--- src/rtl/ieeedrv_trkparse.sv ---
// ieeedrv_trkparse: finds a track/sector header in the read stream, checks it and writes the data block to a sector buffer.
module ieeedrv_trkparse #(
  parameter int MAX_HDR  = 48,
  parameter int DATA_WIN = 40,
  parameter int MIN_SYNC = 2
) (
  input  logic        clk_sys,
  input  logic        reset,
  input  logic        req,
  input  logic        abort,
  input  logic [7:0]  req_track,
  input  logic [4:0]  req_sector,
  input  logic [15:0] req_id,
  input  logic        chk_id,
  input  logic        byte_stb,
  input  logic        sync_n,
  input  logic [7:0]  byte_in,
  output logic        busy,
  output logic        done,
  output logic [2:0]  status,
  output logic [15:0] hdr_id,
  output logic [7:0]  buf_addr,
  output logic [7:0]  buf_data,
  output logic        buf_we
);
  typedef enum logic [2:0] {IDLE, HUNT, HEADER, DWAIT, DATA, DCHK} state_t;
  localparam logic [2:0] ST_OK = 3'd0, ST_NOHDR = 3'd1, ST_HCHK = 3'd2, ST_IDMIS = 3'd3,
                         ST_NOSYNC = 3'd4, ST_DCHK = 3'd5, ST_ABORT = 3'd6;
  localparam logic [2:0] MS  = 3'(MIN_SYNC);
  localparam logic [7:0] HM  = 8'(MAX_HDR);
  localparam logic [7:0] WIN = 8'(DATA_WIN);
  state_t state;
  logic [7:0]  r_track;
  logic [4:0]  r_sector;
  logic [15:0] r_id;
  logic        r_chk_id;
  logic [2:0]  sync_cnt, hb;
  logic [7:0]  hdr_cnt, win_cnt, addr, acc, h_chk, h_sec, h_trk, h_idhi;
  logic [2:0]  sync_nx;
  logic [7:0]  hdr_cnt_nx, win_nx;
  logic        code_ok, hdr_match, hdr_chk_ok;
  assign sync_nx    = sync_cnt == 3'd7 ? 3'd7 : sync_cnt + 3'd1;
  assign hdr_cnt_nx = hdr_cnt + 8'd1;
  assign win_nx     = win_cnt + 8'd1;
  assign code_ok    = sync_n && sync_cnt >= MS;
  assign hdr_match  = h_trk == r_track && h_sec == {3'b000, r_sector};
  assign hdr_chk_ok = h_chk == (h_sec ^ h_trk ^ h_idhi ^ byte_in);
  task automatic fin(input logic [2:0] s);
    busy   <= 1'b0;
    done   <= 1'b1;
    status <= s;
    state  <= IDLE;
  endtask
  always_ff @(posedge clk_sys) begin
    if (reset) begin
      state    <= IDLE;
      busy     <= 1'b0;
      done     <= 1'b0;
      status   <= 3'd0;
      hdr_id   <= 16'd0;
      buf_addr <= 8'd0;
      buf_data <= 8'd0;
      buf_we   <= 1'b0;
      r_track  <= 8'd0;
      r_sector <= 5'd0;
      r_id     <= 16'd0;
      r_chk_id <= 1'b0;
      sync_cnt <= 3'd0;
      hb       <= 3'd0;
      hdr_cnt  <= 8'd0;
      win_cnt  <= 8'd0;
      addr     <= 8'd0;
      acc      <= 8'd0;
      h_chk    <= 8'd0;
      h_sec    <= 8'd0;
      h_trk    <= 8'd0;
      h_idhi   <= 8'd0;
    end else begin
      done   <= 1'b0;
      buf_we <= 1'b0;
      if (busy && abort) fin(ST_ABORT);
      else if (state == IDLE) begin
        // done still high means the operation finished this cycle; its req is dropped
        if (req && !done) begin
          r_track  <= req_track;
          r_sector <= req_sector;
          r_id     <= req_id;
          r_chk_id <= chk_id;
          busy     <= 1'b1;
          status   <= ST_OK;
          hdr_cnt  <= 8'd0;
          sync_cnt <= 3'd0;
          state    <= HUNT;
        end
      end else if (byte_stb) begin
        case (state)
          HUNT: begin
            sync_cnt <= sync_n ? 3'd0 : sync_nx;
            if (code_ok && byte_in == 8'h08) begin
              state <= HEADER;
              hb    <= 3'd0;
            end
          end
          HEADER: begin
            if (!sync_n) begin
              state    <= HUNT;
              sync_cnt <= 3'd1;
            end else if (hb != 3'd4) begin
              hb <= hb + 3'd1;
              if (hb == 3'd0) h_chk <= byte_in;
              if (hb == 3'd1) h_sec <= byte_in;
              if (hb == 3'd2) h_trk <= byte_in;
              if (hb == 3'd3) h_idhi <= byte_in;
            end else begin
              hdr_cnt <= hdr_cnt_nx;
              if (hdr_match) begin
                hdr_id <= {h_idhi, byte_in};
                if (!hdr_chk_ok) fin(ST_HCHK);
                else if (r_chk_id && {h_idhi, byte_in} != r_id) fin(ST_IDMIS);
                else begin
                  state   <= DWAIT;
                  win_cnt <= 8'd0;
                end
              end else if (hdr_cnt_nx == HM) fin(ST_NOHDR);
              else state <= HUNT;
            end
          end
          DWAIT: begin
            win_cnt  <= win_nx;
            sync_cnt <= sync_n ? 3'd0 : sync_nx;
            if (code_ok && byte_in == 8'h07) begin
              state <= DATA;
              addr  <= 8'd0;
              acc   <= 8'd0;
            end else if (code_ok || win_nx == WIN) fin(ST_NOSYNC);
          end
          DATA: begin
            if (!sync_n) fin(ST_DCHK);
            else begin
              buf_we   <= 1'b1;
              buf_addr <= addr;
              buf_data <= byte_in;
              acc      <= acc ^ byte_in;
              addr     <= addr + 8'd1;
              if (addr == 8'hFF) state <= DCHK;
            end
          end
          DCHK: fin(byte_in == acc ? ST_OK : ST_DCHK);
          default: ;
        endcase
      end
    end
  end
endmodule

--- config.mk ---
export PLATFORM = sky130hd
export DESIGN_NAME = ieeedrv_trkparse
export DESIGN_NICKNAME = d
export VERILOG_FILES = /design/src/rtl/ieeedrv_trkparse.sv
export SDC_FILE = /design/constraint.sdc
export NUM_CORES = 1
export LEC_CHECK = 0
export ABC_AREA = 0
export ABC_CLOCK_PERIOD_IN_PS = 3600
export CORE_MARGIN = 2
export CORE_UTILIZATION = 50
export DETAILED_ROUTE_END_ITERATION = 12
export GPL_ROUTABILITY_DRIVEN = 0
export MAX_ROUTING_LAYER = met4
export PLACE_DENSITY = 0.73
export SYNTH_ARGS = -nofsm -noshare
export SYNTH_HDL_FRONTEND = slang
export SYNTH_SLANG_ARGS = --single-unit
--- constraint.sdc ---
create_clock -name clk_sys -period 3.6 [get_ports clk_sys]
set_input_delay 0.9 -clock clk_sys [delete_from_list [all_inputs] [get_ports clk_sys]]
set_output_delay 0.9 -clock clk_sys [all_outputs]
set_load 0.02 [all_outputs]
[Word-level counts from Yosys, hierarchy flattened]
Cells that the tools add are included.
Storage, ports and cells
  bits in registers: 141
  latch bits: 0
  memory bits (writable): 0
  memory bits (read-only): 0
  input port bits: 44
  output and inout bits: 38
  memories kept: 0
Operators by class
  add/subtract/negate cells: 5
  multipliers: 0
  divide/modulo/power cells: 0
  order comparisons: 1
  equal/unequal tests: 51
  shift operators: 0
  mux-type cells: 84
  bitwise operators: 9
  reduce and logical (&&, ||, !) cells: 40
Operator list (count)
  2-to-1 mux 8 bit: 14
  2-to-1 mux 3 bit: 33
  AND reduction 7 bit: 7
  case mux 8 bit (2 select lines): 3
  inequality test 4 bit, second input constant: 9
  XOR 8 bit: 4
  2-to-1 mux 1 bit: 26
  adder 8 x 1 -> 8 bit, second input constant: 3
  equality test 8 bit: 3
  inequality test 3 bit, second input constant: 8
  inequality test 2 bit, second input constant: 10
  AND reduction 10 bit: 2
  equality test 8 x 6 -> 1 bit, second input constant: 2
  inequality test 16 bit: 1
  case mux 3 bit (5 select lines): 1
  equality test 3 x 2 -> 1 bit, second input constant: 4
  case mux 3 bit (2 select lines): 2
  case mux 3 bit (4 select lines): 1
  AND reduction 6 bit: 2
  nonzero test 2 bit: 6
  nonzero test 6 bit: 2
  inequality test 5 bit, second input constant: 2
  AND reduction 5 bit: 2
  equality test 3 bit, second input constant: 3
  other kinds (23): 40

[Longest topological paths before layout]
  word-level depth: 12
  mapped depth: 11

[Worst setup path before layout]
Ideal clock, no wire load.
  path kind: input -> register
  start point: in byte_in[7]
  end point: reg status[1]
  library setup time: 0.095 ns
  arrival time: 2.534 ns
  required time: 3.505 ns
  path slack: 0.971 ns
  stages: 8
  buffers on the path: 1
  path through: buf_4 -> xnor3_1 -> xnor2_1 -> nor4_2 -> and4_1 -> nand2_1 -> a21o_1 -> a221oi_1
Between the ends
  word-level cells in the longest chain between the ends: 10
  elaborated cells on any way between the ends: 17
  those cells by class: eq/ne: 5; mux: 8; bitwise: 1; reduce/logical: 3
RTL lines
  from (decl): line 17  | input logic [7:0] byte_in,
  XOR 8 bit: line 47  | assign hdr_chk_ok = h_chk == (h_sec ^ h_trk ^ h_idhi ^ byte_in);
  equality test 8 bit: line 47
  2-to-1 mux 3 bit: line 118  | if (!hdr_chk_ok) fin(ST_HCHK);
  2-to-1 mux 3 bit: line 116  | if (hdr_match) begin
  2-to-1 mux 3 bit: line 108  | end else if (hb != 3'd4) begin
  2-to-1 mux 3 bit: line 105  | if (!sync_n) begin
  case mux 3 bit (4 select lines): line 96  | case (state)
  2-to-1 mux 3 bit: line 95  | end else if (byte_stb) begin
  2-to-1 mux 3 bit: line 82  | else if (state == IDLE) begin
  2-to-1 mux 3 bit: line 81  | if (busy && abort) fin(ST_ABORT);
  to (signal assigned): line 59  | status <= 3'd0;
  to (signal assigned): line 90  | status <= ST_OK;
  to (decl): line 20  | output logic [2:0] status,
Parallel ways exist; a longest one is shown, timed or not. The select of a mux whose other input is x is not followed.
A chain may end at the register's enable or synchronous reset.

[Worst setup path after layout]
  start point: in byte_in[7]
  end point: reg win_cnt[0]
Between the ends
  word-level cells in the longest chain between the ends: 4
  elaborated cells on any way between the ends: 7
  those cells by class: eq/ne: 4; bitwise: 1; reduce/logical: 2
RTL lines
  inequality test 16 bit or XOR 8 bit (tied branches): line 119, 47
  logical AND 1 bit or equality test 8 bit (tied branches): line 119, 47
  inequality test 2 bit (no line)
  AND reduction 9 bit (no line) *
  to (signal assigned): line 129  | win_cnt <= win_nx;
  to (decl): line 38  | logic [7:0] hdr_cnt, win_cnt, addr, acc, h_chk, h_sec, h_trk, h_idhi;
Every way passes the cells marked *; elsewhere a longest branch is shown, timed or not.

==> results_dict.tcl <==
set metrics [dict create \
    status "finished, final reports clean" \
    startpoint_type "input port" \
    yosysWarnings 0 \
    ff2ff_path_depth 8 \
    rsz0062_at_grt "no" \
    fin_skew_ns 0.00561 \
    start_util 0.518 \
    grt_pass1_wl_um 27900 \
    ys_seq_area_frac 0.408 \
    synth.cell_area_um2 6910 \
    portBuffers 81 \
    drc_errors 0 \
    die_w_um 122 \
    grt_max_degree 82 \
    ir_drop_uv 344 \
    power_frac_comb 0.214 \
    r2r_end "hdr_id[5]$_SDFFE_PP0P_" \
    core_area_um2 13300 \
    critical_path.top_delay_family "buffers and inverters" \
    synth_most_common_cell "dfxtp_1" \
    finalPower_mw 4.39 \
    crit_chain "clkdlybuf4s50_1 -> xnor3_1 -> xnor2_1 -> nor4_2 -> and4_1 -> a31oi_1 -> o21bai_2 -> mux2i_1" \
    cts_resized 0 \
    place_ws_ns 0.139 \
    cp.depth 8 \
    power-per-cell-area_nw_per_um2 521 \
    rows 42 \
    yosysTopAreaCellShare 0.408 \
    r2r_start "state[0]$_SDFFE_PP0P_" \
    p_sw_mw 1.32 \
    setup_viol 0 \
    synth_edf_count 0 \
    drt-vias-per-instance 5.52 \
    synthTopCellsByCount "dfxtp_1 (141), nand2_1 (136), a21oi_1 (88)" \
    die_h_um 122 \
    area_growth_pct 22.0 \
    endpoint "win_cnt[0]$_SDFFE_PP0P_" \
    crit_slowest_cell "clkdlybuf4s50_1" \
    slew_violations 0 \
    drive_above_1_share 0.0843 \
    min_period_ns 3.09 \
    sw_frac_of_total 0.301 \
    ioPinCount 82 \
    slew_headroom 0.428 \
    arrival_ns 3.38 \
    postLayoutSetupSlackWorst_ns 0.507 \
    p_int_mw 3.07 \
    clk_pin_slew_ns 0.06 \
    ctsHoldBuffers 0 \
    syn_nets 882 \
    cpPeakStageDelay_ns 0.65 \
    postCtsSetupBuffers 0 \
    clock_latency_ns 0.42 \
    cp_max_fo 8 \
    layout.cells.non_filler 1089 \
    ctsRootBufferMaster "clkbuf_16" \
    avgRoutedWirePerCell_um 15.9 \
    path_class "in2reg" \
    drv_cap 0 \
    die_area_um2 14800 \
    cts_made_buffers 17 \
    max_freq_mhz 323 \
    seqPwrFrac 0.399 \
    hpwl_um 12100 \
    grt_pass1_vias 5461 \
    ys_async_sr_fraction 0 \
    holdWs_ns 0.452 \
    leakage_nw 3.27 \
    antenna_found_initial 0 \
    hold_viol_final 0 \
    syn_inst 825 \
    tightest_slew_ns 0.857 \
    postRouteAntennaNets 0 \
    cts_tree "done" \
    worst_ep_required_time_ns 3.88 \
    num-nets-final 957 \
    synthTopCellsByArea "dfxtp_1 (41%), nand2_1 (7.4%), a21oi_1 (6.4%), xor2_1 (5.2%), nor2_1 (4.2%)" \
    crit_path_end_kind "flip-flop" \
    vias 6016 \
    fin_tns_setup_ns 0 \
    startpoint "byte_in[7]" \
    diodes 0 \
    syn_area_per_cell_um2 8.38 \
    fin_crit_sh 0.859 \
    dr.pass1.iters 5 \
    ys_seq_elements 141 \
    reg2reg_slack_ns 0.89 \
    grt-ovfl-total 0 \
    placed_cells 1057 \
    ys.flop_type "dfxtp_1" \
    power_frac_clock 0.387 \
    cp_num_buf_inv 1 \
    track_usage 0.249 \
    ys_types 70 \
    initialDrtViolationCount 445 \
    routed_wirelength_um 17400 \
    clockBufferDepth 2 \
    top_regs "hdr_id x16, r_id x16" \
    cts_sinks 141 \
    ctsHtreeMaxLevel 4 \
    yosysTopAreaCell "dfxtp_1" \
    hp-class "reg2reg" \
]
==> final cells by class <==
class | instances | area, um2
clock buffer | 20 | 457
sequential | 141 | 2820
inverter | 18 | 67.6
clock inverter | 12 | 120
timing repair buffer | 103 | 986
fill | 1217 | 4910
tap | 176 | 220
multi-input combinational | 619 | 3760
==> layer usage <==
metal	vias to the layer above	track usage	part of all wire
met5	-	-	0
met4	0	0.0805	0.016
met3	27	0.0510	0.047
met2	185	0.398	0.49
met1	2816	0.318	0.45
li1	2988	-	-
==> tightest hold or removal path: stages, from the launching register on <==
cell and delay, ns:
dfxtp_1 0.31, nand2_1 0.05, a21oi_1 0.05
==> cells by family after synthesis <==
logic type      count (synthesis)  share of synthesized area
compound gates                150                      0.128
xor+xnor                       78                      0.111
fa+ha+maj                      13                     0.0235
buf+inv                        65                     0.0481
flops                         141                      0.408
mux                            28                     0.0405
simple gates                  350                      0.241
==> how the worst min path moves through the flow <==
stage | start | end | slack [ns] | depth (start not counted)
CTS | buf_addr[5]$_SDFFE_PP0P_ | buf_addr[5]$_SDFFE_PP0P_ | 0.45 | 2
detailed placement | buf_addr[5]$_SDFFE_PP0P_ | buf_addr[5]$_SDFFE_PP0P_ | 0.45 | 2
global route | buf_data[5]$_SDFFE_PP0P_ | buf_data[5]$_SDFFE_PP0P_ | 0.48 | 2
finish | buf_addr[5]$_SDFFE_PP0P_ | buf_addr[5]$_SDFFE_PP0P_ | 0.45 | 2
floorplan | hdr_cnt[7]$_SDFFE_PP0P_ | hdr_cnt[7]$_SDFFE_PP0P_ | 0.43 | 1
global placement | buf_addr[2]$_SDFFE_PP0P_ | buf_addr[2]$_SDFFE_PP0P_ | 0.44 | 2
==> per-stage QoR <==
stage / cell area [um2] / util
floorplan: 6910 / -
global placement: 7860 / 0.589
detailed placement: 7860 / 0.589
CTS: 8430 / 0.632
global route: 8430 / 0.632
finish: 8430 / 0.632
==> placed cells by master (no fill, tap or decap), drive strengths merged, types with 3 or more instances in the layout <==
cell type,netlist,routed
ha,13,13
clkdlybuf4s50,0,80
nor3,18,18
nor4,8,8
a21oi,89,89
o211ai,3,3
and2,3,3
mux2i,28,28
nand2b,3,3
clkinv,0,9
or3,7,7
clkbuf,26,20
nand3b,6,6
and3,9,9
a211oi,4,4
nand2,138,138
nor2,79,79
nand3,55,55
a31oi,11,11
o21a,3,3
o21ai,18,18
buf,20,23
nand4,12,12
dfxtp,141,141
xor2,41,41
inv,18,18
xnor3,6,6
xnor2,31,31
==> power groups by stage <==
stage                     clock network [mW]  registers [mW]  logic [mW]
after floorplan                            0            1.76       0.687
after global placement                     0            1.78       0.921
after detailed placement                   0            1.78       0.922
after CTS                               1.72            1.75       0.931
after global routing                    1.80            1.76        1.03
final                                   1.70            1.75       0.938
(Power assumes the default switching activity.)
